[config.mk]
export PLATFORM = sky130hd
export DESIGN_NAME = div6_seq_ctrl
export DESIGN_NICKNAME = d
export VERILOG_FILES = /design/src/rtl/div6_seq_ctrl.sv
export SDC_FILE = /design/constraint.sdc
export NUM_CORES = 1
export LEC_CHECK = 0
export ABC_CLOCK_PERIOD_IN_PS = 3500
export BUFFER_PORTS_ARGS = -buffer_cell sky130_fd_sc_hd__buf_2
export CAP_MARGIN = 20
export CORE_MARGIN = 1
export CORE_UTILIZATION = 55
export CTS_CLUSTER_DIAMETER = 80
export DETAILED_ROUTE_END_ITERATION = 12
export PLACE_DENSITY = 0.87
export SLEW_MARGIN = 40
export SYNTH_ARGS = -nofsm -noshare
export SYNTH_HDL_FRONTEND = slang
export SYNTH_SLANG_ARGS = --single-unit
[constraint.sdc]
create_clock -name clk -period 3.5 [get_ports clk]
set_input_delay 0.35 -clock clk [delete_from_list [all_inputs] [get_ports clk]]
set_output_delay 0.35 -clock clk [all_outputs]
set_load 0.005 [all_outputs]
[src/rtl/div6_seq_ctrl.sv]
// div6_seq_ctrl: start/done sequencer for a 6-bit restoring divider that borrows an external CLA adder.
// One quotient bit per iteration; each iteration holds the adder operands for ADD_WAIT+1 cycles.
module div6_seq_ctrl #(
    parameter int WIDTH    = 6,
    parameter int ADD_WAIT = 0
) (
    input  logic             clk,
    input  logic             rst_n,
    input  logic             start,
    input  logic [WIDTH-1:0] dividend,
    input  logic [WIDTH-1:0] divisor,
    output logic             busy,
    output logic             done,
    output logic [WIDTH-1:0] quotient,
    output logic [WIDTH-1:0] remainder,
    output logic             div_by_zero,
    output logic [WIDTH-1:0] add_a,
    output logic [WIDTH-1:0] add_b,
    output logic             add_cin,
    input  logic [WIDTH-1:0] add_s,
    input  logic             add_cout
);
    typedef enum logic [1:0] {IDLE, ITER, DONE} state_t;

    localparam logic [2:0] K_LAST = 3'(WIDTH - 1);
    localparam logic [1:0] W_LAST = 2'(ADD_WAIT);

    state_t           r_state, w_next;
    logic [WIDTH-1:0] r_dreg, r_vreg, r_rreg, r_quo, r_rem;
    logic [2:0]       r_k;
    logic [1:0]       r_wait;
    logic             r_dbz;
    logic             w_iter, w_last;
    logic [WIDTH-1:0] w_shift, w_new_r, w_new_d;

    assign w_iter  = r_state == ITER;
    assign w_last  = r_wait == W_LAST;
    assign w_shift = {r_rreg[WIDTH-2:0], r_dreg[WIDTH-1]};
    // add_cout doubles as the quotient bit: shift + ~v + 1 carries out exactly when shift >= v
    assign w_new_r = add_cout ? add_s : w_shift;
    assign w_new_d = {r_dreg[WIDTH-2:0], add_cout};

    assign busy        = r_state != IDLE;
    assign done        = r_state == DONE;
    assign quotient    = r_quo;
    assign remainder   = r_rem;
    assign div_by_zero = r_dbz;
    assign add_a       = w_iter ? w_shift : '0;
    assign add_b       = w_iter ? ~r_vreg : '0;
    assign add_cin     = w_iter;

    always_comb begin
        w_next = r_state;
        case (r_state)
            IDLE:    w_next = start ? ((divisor == '0) ? DONE : ITER) : IDLE;
            ITER:    w_next = (w_last && r_k == K_LAST) ? DONE : ITER;
            default: w_next = IDLE;
        endcase
    end

    always_ff @(posedge clk) begin
        if (!rst_n) begin
            r_state <= IDLE;
            r_dreg  <= '0;
            r_vreg  <= '0;
            r_rreg  <= '0;
            r_quo   <= '0;
            r_rem   <= '0;
            r_k     <= '0;
            r_wait  <= '0;
            r_dbz   <= 1'b0;
        end else begin
            r_state <= w_next;
            if (r_state == IDLE && start) begin
                r_dreg <= dividend;
                r_vreg <= divisor;
                r_rreg <= '0;
                r_k    <= '0;
                r_wait <= '0;
                r_dbz  <= divisor == '0;
                r_quo  <= (divisor == '0) ? '1 : '0;
                r_rem  <= (divisor == '0) ? dividend : '0;
            end else if (w_iter) begin
                r_wait <= w_last ? '0 : r_wait + 2'd1;
                if (w_last) begin
                    r_rreg <= w_new_r;
                    r_dreg <= w_new_d;
                    r_k    <= r_k + 3'd1;
                    if (r_k == K_LAST) begin
                        r_quo <= w_new_d;
                        r_rem <= w_new_r;
                    end
                end
            end
        end
    end
endmodule

==> reports/results.txt <==
placed standard-cell area: 0.00199 mm2
P_leak: 0.905 nW
fraction of power spent switching nets: 0.261
die height: 58.9 um
TritonCTS clock tree: done
number of setup violations in the final report: 0
max capacitance violation total: 0
final hold violation count: 0
highest clock rate: 0.388 GHz
async set-reset flop share out of synthesis: 0
Inserted Clock Buffers: 5
total power draw: 920 uW
total grt overflow: 0
Chip Width: 58.9 um
sequential cell fraction of total power: 0.507
cell area after synthesis: 0.00178 mm2
Syn Nets: 222
CP Data Required Time: 3.15 ns
buffers added on ports: 49
proportion of layout cells with a drive suffix above 1: 0.285
sort of element at the end of the critical path: output pin
final weighted congestion in routability-driven placement: 0.811
Clk Latency, worst-skew pair: 0.34 ns
first-iteration detailed-routing DRC count: 79
level count of the clock H-tree: 2
Routed Wire Length: 3990 um
Via-to-Cell Ratio: 5.75
number of flip-flops and latches in the synthesized netlist: 37
Rel. slew slack: 0.461
data arrival time of the worst path: 2.22 ns
per-instance average area after synthesis: 9.09 um2
cell at the root of the clock tree: sky130_fd_sc_hd__clkbuf_4
total setup buffers inserted after CTS: 0
result of the run: finished, final reports clean
yosys synthesis warning count: 0
drt drc: 0
largest net degree at the start of global routing: 29
Finished Cell Area: 0.00208 mm2
Psw: 240 uW
IO Count: 50
core box area: 0.00305 mm2
CTS clk-pin slew, worst paths: 0.10 ns
number of vias after detailed routing: 1,627
Placement Rows: 20
final clock period utilization by the worst path: 0.736
clk buf depth: 2
aggregate global-route resource usage: 0.238
signed area change from the synthesized netlist to the final layout: 16.6%
number of hold buffers added after cts: 0
Post-Syn Instances: 196
min Tclk post-route: 2.57 ns
EDFF count, synth: 0
Peak supply drop: 0.000273 V
kind of path behind the tightest hold check: in2reg
post-synthesis cell type count: 35
category of the worst setup path launch point: flop
most common flop cell mapped by yosys: sky130_fd_sc_hd__dfxtp_1
setup repair after global routing missed its margin: no
post-route antenna net violation count: 0
Post-DP HPWL: 2760 um
number of filler instances in the final layout: 267
kind of critical path: reg2out
total count of max-transition violations in the final report: 0
number of global-route vias before repair: 1,342
wire length of the first global-routing pass: 6180 um
die area: 0.00347 mm2
final-layout setup total negative slack: 0 ns
critical path fanouts, max: 22
Final Skew: 0.00377 ns
cell area power density: 443 mW/mm2
cell-internal power: 679 uW
number of clock sinks: 37
Clk pwr share: 0.336
initial antenna violation count: 0
actual slew at the worst max-slew pin: 0.808 ns
Resize count post-CTS: 0
final routed wire length divided by cell count: 14.1 um
Initial Utilization: 0.584
number of iterations in the first detailed-routing pass: 4
sequential cell area fraction in the yosys report: 0.416
number of antenna repair diodes: 0
combinational share of power: 0.156
Nets: 264
==> metal layers <==
metal	share of wire	wire, um	track usage
met3	0.070	279	0.0725
met2	0.47	1860	0.383
met1	0.46	1830	0.314
met5	0	0	0
met4	0.0040	16	0.0578
==> layout by cell type, fill, tap and decap left out, drive strengths merged, types with 2 or more instances in the layout <==
cell type / synthesis / layout
nand3: 8 / 8
and4: 6 / 6
nand2b: 2 / 2
and2: 6 / 6
ha: 4 / 4
a211oi: 12 / 12
inv: 5 / 5
nor2: 21 / 21
o21ai: 7 / 7
dfxtp: 37 / 37
buf: 10 / 49
o221a: 6 / 6
a311oi: 6 / 6
a21oi: 12 / 12
clkbuf: 4 / 7
a31oi: 6 / 6
mux2i: 12 / 12
nand2: 20 / 20
==> metrics by stage <==
step                worst slack, ns  instances  utilization  hold WS (ns)
finish                        0.926        283        0.680         0.249
global route                  0.800        283        0.680         0.240
CTS                           0.937        283        0.680         0.239
detailed placement             1.33        275        0.652         0.448
global placement               1.46        275        0.650         0.443
floorplan                      2.03        196            -         0.436
==> power groups by stage <==
stage	Sequential [mW]	Clock [mW]	Combinational, mW
final	0.467	0.309	0.144
after global routing	0.470	0.338	0.159
after CTS	0.466	0.313	0.144
after detailed placement	0.476	0	0.143
after global placement	0.475	0	0.139
after floorplan	0.472	0	0.103
==> cell usage after synthesis, types with 2 or more instances <==
cell type                   n  area, um2
sky130_fd_sc_hd__dfxtp_1   37        741
sky130_fd_sc_hd__nor2_1    21       78.8
sky130_fd_sc_hd__nand2_1   20       75.1
sky130_fd_sc_hd__a211oi_1  12       90.1
sky130_fd_sc_hd__mux2i_1   12        120
sky130_fd_sc_hd__a21oi_1   11       55.1
sky130_fd_sc_hd__nand3_1    8       40.0
sky130_fd_sc_hd__a311oi_1   6       52.6
sky130_fd_sc_hd__a31oi_1    6       37.5
sky130_fd_sc_hd__and2_1     6       37.5
sky130_fd_sc_hd__and4_1     6       52.6
sky130_fd_sc_hd__o21ai_0    6       30.0
sky130_fd_sc_hd__o221a_2    6       67.6
sky130_fd_sc_hd__inv_1      5       18.8
sky130_fd_sc_hd__buf_2      4       20.0
sky130_fd_sc_hd__buf_6      4       45.0
sky130_fd_sc_hd__ha_1       4       50.1
sky130_fd_sc_hd__clkbuf_1   3       11.3
sky130_fd_sc_hd__buf_4      2       15.0
sky130_fd_sc_hd__nand2b_1   2       12.5
==> path summary, 6_finish.rpt <==
kind / depth (start not counted) / from / end / slack (ns)
min: 3 / divisor[1] / r_vreg[1]$_SDFFE_PN0P_ / 0.25
min reg2reg: 2 / r_vreg[1]$_SDFFE_PN0P_ / r_vreg[1]$_SDFFE_PN0P_ / 0.46
max: 4 / r_state[1]$_SDFF_PN0_ / add_a[1] / 0.93
max reg2reg: 4 / r_state[0]$_SDFF_PN0_ / remainder[3]$_SDFFE_PN0P_ / 1.43
==> flip-flops by register name, summed over array words and instances (netlist names) <==
register,flops
div_by_zero,1
r_dreg,6
r_state,2
r_rreg,5
r_k,3
quotient,6
r_wait,2
r_vreg,6
remainder,6
==> area by class of cell <==
cell class | instances | area [um2] | area share
multi-input cells | 139 | 928 | 0.447
well taps | 44 | 55.1 | 0.0265
inverters | 6 | 22.5 | 0.0108
repair buffers | 49 | 245 | 0.118
clock buffers | 7 | 55.1 | 0.0265
flip-flops and latches | 37 | 741 | 0.357
clock inverters | 1 | 30.0 | 0.0145
==> critical path, stage by stage (launching register included) <==
cell	delay, ns
sky130_fd_sc_hd__dfxtp_1	0.48
sky130_fd_sc_hd__nand2b_1	0.52
sky130_fd_sc_hd__inv_1	0.45
sky130_fd_sc_hd__and2_1	0.30
sky130_fd_sc_hd__buf_2	0.12
==> kinds of logic after synthesis <==
family                     share of synthesized area
DFF                                            0.416
muxes                                         0.0674
adders and majority gates                     0.0281
buffers and inverters                         0.0667
and+or+nand+nor                                0.211
AOI/OAI and AO/OA                              0.202
xor gates and xnor gates                     0.00983
(Power assumes the default switching activity.)
